$ cat src/rtl/intersection_pkg.sv
// intersection_pkg: shared state and lamp encodings for the intersection controller.
package intersection_pkg;
    typedef enum logic [2:0] {
        NS_GREEN  = 3'd0,
        NS_YELLOW = 3'd1,
        ALLRED_A  = 3'd2,
        EW_GREEN  = 3'd3,
        EW_YELLOW = 3'd4,
        ALLRED_B  = 3'd5
    } state_t;
    // Lamp order is {red,yellow,green}
    localparam logic [2:0] RED    = 3'b100;
    localparam logic [2:0] YELLOW = 3'b010;
    localparam logic [2:0] GREEN  = 3'b001;
    function automatic logic [2:0] ns_lamp(state_t s);
        return s == NS_GREEN ? GREEN : s == NS_YELLOW ? YELLOW : RED;
    endfunction
    function automatic logic [2:0] ew_lamp(state_t s);
        return s == EW_GREEN ? GREEN : s == EW_YELLOW ? YELLOW : RED;
    endfunction
endpackage

$ cat src/rtl/intersection_ctrl_phase_timer.sv
// phase_timer: 8-bit phase counter with clear, enable and saturation at 255.
module phase_timer (
    input  logic       clk,
    input  logic       rst,
    input  logic       en,
    input  logic       clr,
    output logic [7:0] q,
    output logic [7:0] q_nx
);
    // q_nx is exported so the owner can register outputs that depend on the next count
    assign q_nx = clr ? 8'd0 : (en && q != 8'hff) ? q + 8'd1 : q;
    always_ff @(posedge clk) begin
        if (rst) q <= 8'd0;
        else     q <= q_nx;
    end
endmodule

$ cat src/rtl/intersection_ctrl.sv
// intersection_ctrl: main-road/side-road traffic light controller with pedestrian walk phase.
module intersection_ctrl
    import intersection_pkg::*;
#(
    parameter int GREEN_MIN = 4,
    parameter int GREEN_MAX = 8,
    parameter int YELLOW_T  = 2,
    parameter int ALLRED_T  = 1,
    parameter int WALK_T    = 3
) (
    input  logic       clk,
    input  logic       rst,
    input  logic       en,
    input  logic       ew_car,
    input  logic       ped_btn,
    output logic [2:0] ns_light,
    output logic [2:0] ew_light,
    output logic       walk,
    output logic [2:0] state_out
);
    localparam logic [7:0] GMIN_L = 8'(GREEN_MIN - 1);
    localparam logic [7:0] GMAX_L = 8'(GREEN_MAX - 1);
    localparam logic [7:0] YEL_L  = 8'(YELLOW_T - 1);
    localparam logic [7:0] AR_L   = 8'(ALLRED_T - 1);
    localparam logic [7:0] WALK_L = 8'(WALK_T - 1);
    localparam logic [7:0] WALK_N = 8'(WALK_T);
    state_t     state, state_nx;
    logic [7:0] timer, timer_nx;
    logic       ped_pend, ped_pend_nx, walk_act, walk_act_nx, entry;
    phase_timer u_timer (
        .clk  (clk),
        .rst  (rst),
        .en   (en),
        .clr  (state_nx != state),
        .q    (timer),
        .q_nx (timer_nx)
    );
    always_comb begin
        state_nx = state;
        if (en) begin
            case (state)
                NS_GREEN:  state_nx = (timer >= GMIN_L && (ew_car || ped_pend)) ? NS_YELLOW : NS_GREEN;
                NS_YELLOW: state_nx = timer == YEL_L ? ALLRED_A : NS_YELLOW;
                ALLRED_A:  state_nx = timer == AR_L ? EW_GREEN : ALLRED_A;
                EW_GREEN:  state_nx = (timer >= GMIN_L && (!ew_car || timer == GMAX_L)) ? EW_YELLOW : EW_GREEN;
                EW_YELLOW: state_nx = timer == YEL_L ? ALLRED_B : EW_YELLOW;
                ALLRED_B:  state_nx = timer == AR_L ? NS_GREEN : ALLRED_B;
                default:   state_nx = ALLRED_B;
            endcase
        end
    end
    // A press on the EW_GREEN entry cycle survives the clear and is served next time round
    always_comb begin
        entry       = en && state_nx == EW_GREEN && state != EW_GREEN;
        ped_pend_nx = ped_btn || (ped_pend && !entry);
        walk_act_nx = entry ? ped_pend
                    : (en && state == EW_GREEN && timer == WALK_L) ? 1'b0 : walk_act;
    end
    always_ff @(posedge clk) begin
        if (rst) begin
            state    <= ALLRED_B;
            ped_pend <= 1'b0;
            walk_act <= 1'b0;
            ns_light <= RED;
            ew_light <= RED;
            walk     <= 1'b0;
        end else begin
            state    <= state_nx;
            ped_pend <= ped_pend_nx;
            walk_act <= walk_act_nx;
            ns_light <= ns_lamp(state_nx);
            ew_light <= ew_lamp(state_nx);
            walk     <= state_nx == EW_GREEN && walk_act_nx && timer_nx < WALK_N;
        end
    end
    assign state_out = state;
endmodule

$ cat config.mk
export PLATFORM = sky130hd
export DESIGN_NAME = intersection_ctrl
export DESIGN_NICKNAME = d
export VERILOG_FILES = /design/src/rtl/intersection_pkg.sv /design/src/rtl/intersection_ctrl_phase_timer.sv /design/src/rtl/intersection_ctrl.sv
export SDC_FILE = /design/constraint.sdc
export NUM_CORES = 1
export LEC_CHECK = 0
export ABC_AREA = 1
export CAP_MARGIN = 20
export CORE_MARGIN = 2
export CORE_UTILIZATION = 65
export CTS_CLUSTER_SIZE = 12
export DETAILED_ROUTE_END_ITERATION = 8
export DONT_BUFFER_PORTS = 1
export GPL_TIMING_DRIVEN = 0
export PLACE_DENSITY = 0.89
export SYNTH_ARGS = -nofsm -noshare
export SYNTH_HDL_FRONTEND = slang
export SYNTH_SLANG_ARGS = --single-unit
$ cat constraint.sdc
create_clock -name clk -period 4.2 [get_ports clk]
set_clock_uncertainty 0.15 [all_clocks]
set_input_delay 1.26 -clock clk [delete_from_list [all_inputs] [get_ports clk]]
set_output_delay 1.26 -clock clk [all_outputs]
set_load 0.03 [all_outputs]
==> metrics.md <==
| Metric | Value |
|---|---|
| Synth Area in Simple Gates | 43.4% |
| Antenna violations before repair | 0 |
| Post-synthesis mux area share | 0% |
| Flop pwr share | 47.0% |
| Synth warnings | 0 |
| Multi-input combinational cell area | 786 sq um |
| Final Core Density | 71.6% |
| Initial DRC count | 16 |
| DRC Markers | 0 |
| Syn Inst Count | 167 |
| Placement Setup Slack | 1350 ps |
| Yosys reg bits | 20 |
| Num CTS Buffers | 3 |
| Synth area leader | dfxtp_1 |
| Syn Nets | 176 |
| Compound-Gate Fraction of Synth Area | 10.1% |
| HPWL after DPL | 2050 microns |
| Crit start category | input pin |
| Largest family of logic cells by synthesized area | simple AND/OR/NAND/NOR gates |
| P_sw | 0.160 mW |
| Nets | 181 |
| Die area | 2330 sq um |
| Distinct cells, synth | 31 |
| Clock network power share | 32.3% |
| Peak supply drop | 0.332 mV |
| Min Tclk post-route | 2510 ps |
| Syn_area_per_cell | 7.64 sq um |
| Crit end category | flop |
| Vias | 1069 |
| Maximum clock insertion buffer count | 2 |
| Buf+Inv Stages, Crit Path | 2 |
| Clk slew on worst S/H paths | 110 ps |
| Power Dens Cells | 362 nW/um^2 |
| Placer Congestion | 0.909 |
| Number of global-route vias before repair | 984 |
| Combinational share of power | 20.6% |
| Setup WS post-layout | 1690 ps |
| Register Area | 400 sq um |
| Worst skew pair latency | 310 ps |
| Post-route design area | 1360 sq um |
| Max_slew headroom | 65.7% |
| Max Transition Viols Final | 0 |
| First-pass GRT wire length | 4470 microns |
| Post-CTS Hold Fix Bufs | 0 |
| Req. time, crit path | 4260 ps |
| Top area cells in the synthesized netlist | dfxtp_1 (31%), nand2_1 (7.6%), nor2_1 (6.8%) |
| FFs w/ async S/R, synth | 0% |
| Top-count cell post-synth | nand2_1 |
| Fin crit share | 59.8% |
| Post-Route WL | 2600 microns |
| PortBufs | 0 |
| Switching part of the total | 32.5% |
| DRT Pass-1 Iters | 4 |
| All-Layer GR Usage | 24.2% |
| Post-Synthesis Cell Area | 1280 sq um |
| Filler cell count | 145 |
| Leakage | 0.566 nW |
| Post-CTS Setup Bufs | 0 |
| Antenna diode count | 0 |
| R2r setup slk | 2020 ps |
| Crit-path max FO | 9 |
| Post-DP Area | 1310 sq um |
| PnR Total Power | 0.494 mW |
| Register area share after synthesis | 31.4% |
| Final global-route overflow total | 0 |
| WP data arrival | 2570 ps |
| Design internal power | 0.333 mW |
| Final antenna-violating net count | 0 |
| Largest net degree at the start of global routing | 13 |
| Row count | 16 |
| Top cells by count, synth | nand2_1 (26), nor2_1 (23), dfxtp_1 (20), inv_1 (14) |
| Area grow syn2layout | 6.76% |
| Gates resized, CTS repair | 0 |
| Yosys top cell area share | 31.4% |
| DR WL/cell | 13.1 microns |
| CTS tree | yes |
| H-tree depth | 1 |
| Critical Path Max Stage Delay | 270 ps |
| Crit path kind | in2reg |
| Final number of hold-violating endpoints | 0 |
| Post-synthesis adder-cell area fraction | 3.92% |
| Setup Viol. Count Final | 0 |
| Number of vias per cell | 5.40 |
| Die Ht | 48.3 microns |
| MaxCap Viol Count | 0 |
| Post-synth EDFFs | 0 |
| CP max stage cell | a21boi_2 |
| Delay-heaviest family, CP | compound AO/OA/AOI/OAI gates |
| Critical path, cell by cell | buf_4, inv_2, a21oi_1, a21boi_2, nand3_4, nand3_2, nand3_2, a41oi_1, nor2_2 |
| Worst-Margin Slew | 514 ps |
| Share of layout cells above drive strength 1 | 29.2% |
| Die boundary width | 48.3 microns |
| Core box area | 1900 sq um |
| # IOs | 15 |
| Initial Util | 67.1% |
| TNS Setup | 0 ps |
| RSZ-0062 raised after global routing | false |
| Clock sinks | 20 |
| Synth Flop Type | dfxtp_1 |
| XOR/XNOR share of the synthesized area | 4.12% |
| Root Buffer | clkbuf_4 |
| Hold crit path type | reg2reg |
| Status | complete, no violations |
| Most frequent CP cell | nand3_2 |
| Fmax | 398 MHz |
[layout make-up]
type,count,share of cell area (%)
clock buffer,3,1.65
buffer,1,0.551
tap,27,2.48
multi-input combinational,124,57.7
clock inverter,1,2.20
sequential,20,29.4
inverter,22,6.06
[power by group through the flow]
| stage | sequential, mW | clock [mW] | combinational [mW] |
|---|---|---|---|
| after global routing | 0.234 | 0.164 | 0.114 |
| after CTS | 0.232 | 0.160 | 0.101 |
| final | 0.232 | 0.160 | 0.102 |
| after global placement | 0.236 | 0 | 0.0978 |
| after detailed placement | 0.237 | 0 | 0.101 |
| after floorplan | 0.234 | 0 | 0.0843 |
[worst reg2reg max path: cells and delay by family, from the launching register on]
family	cells	cell delay (ps)
simple gates	9	850
flops	1	420
fa+ha+maj	1	250
compound gates	1	160
buf+inv	1	130
xor+xnor	1	130
[registers in the layout, indices dropped and copies added, names as in the netlist]
signal     flops
walk           1
walk_act       1
ew_light       3
u_timer.q      8
ns_light       3
state_out      3
ped_pend       1
[cell families (layout without fill, tap and decap cells)]
| kind of cell | after synthesis | after routing |
|---|---|---|
| AND/OR/NAND/NOR | 96 | 96 |
| buffers and inverters | 23 | 27 |
| flip-flops | 20 | 20 |
| AO/OA/AOI/OAI | 18 | 18 |
| XOR/XNOR | 6 | 6 |
| adder cells (fa/ha/maj) | 4 | 4 |
[per-layer routing]
| metal | vias to the layer above | GRT usage (%) | routed length, microns |
|---|---|---|---|
| li1 | 545 | - | - |
| met4 | 0 | 10.0 | 51 |
| met3 | 4 | 2.78 | 126 |
| met1 | 484 | 31.4 | 1190 |
| met5 | - | 0 | 0 |
| met2 | 36 | 41.0 | 1230 |
[metrics by stage]
stage,hold slack [ps],instances
3_5_place_dp,408,194
2_1_floorplan,328,167
4_1_cts,430,198
5_1_grt,457,198
3_3_place_gp,404,194
6_report,435,198
[layout by cell type (no fill, tap or decap), types with 3 or more instances in the layout]
cell type	count
nand2_1	26
inv_2	6
nand3_1	7
nor2_4	3
clkbuf_4	3
nor3_1	6
o21ai_2	3
dfxtp_1	20
a21oi_1	4
a21oi_2	3
nand2_4	7
nand2_2	6
nor2_2	7
xor2_1	5
ha_1	4
nor2_1	23
inv_1	14
nand3_2	3
[final timing paths]
kind / startpoint / depth (start not counted) / to
worst max-delay path: en / 9 / walk
worst max register to register: u_timer.q[0] / 13 / walk
worst min-delay path: ped_pend / 2 / ped_pend
worst min register to register: ped_pend / 2 / ped_pend
No activity file was read; power rests on OpenSTA's default activity.
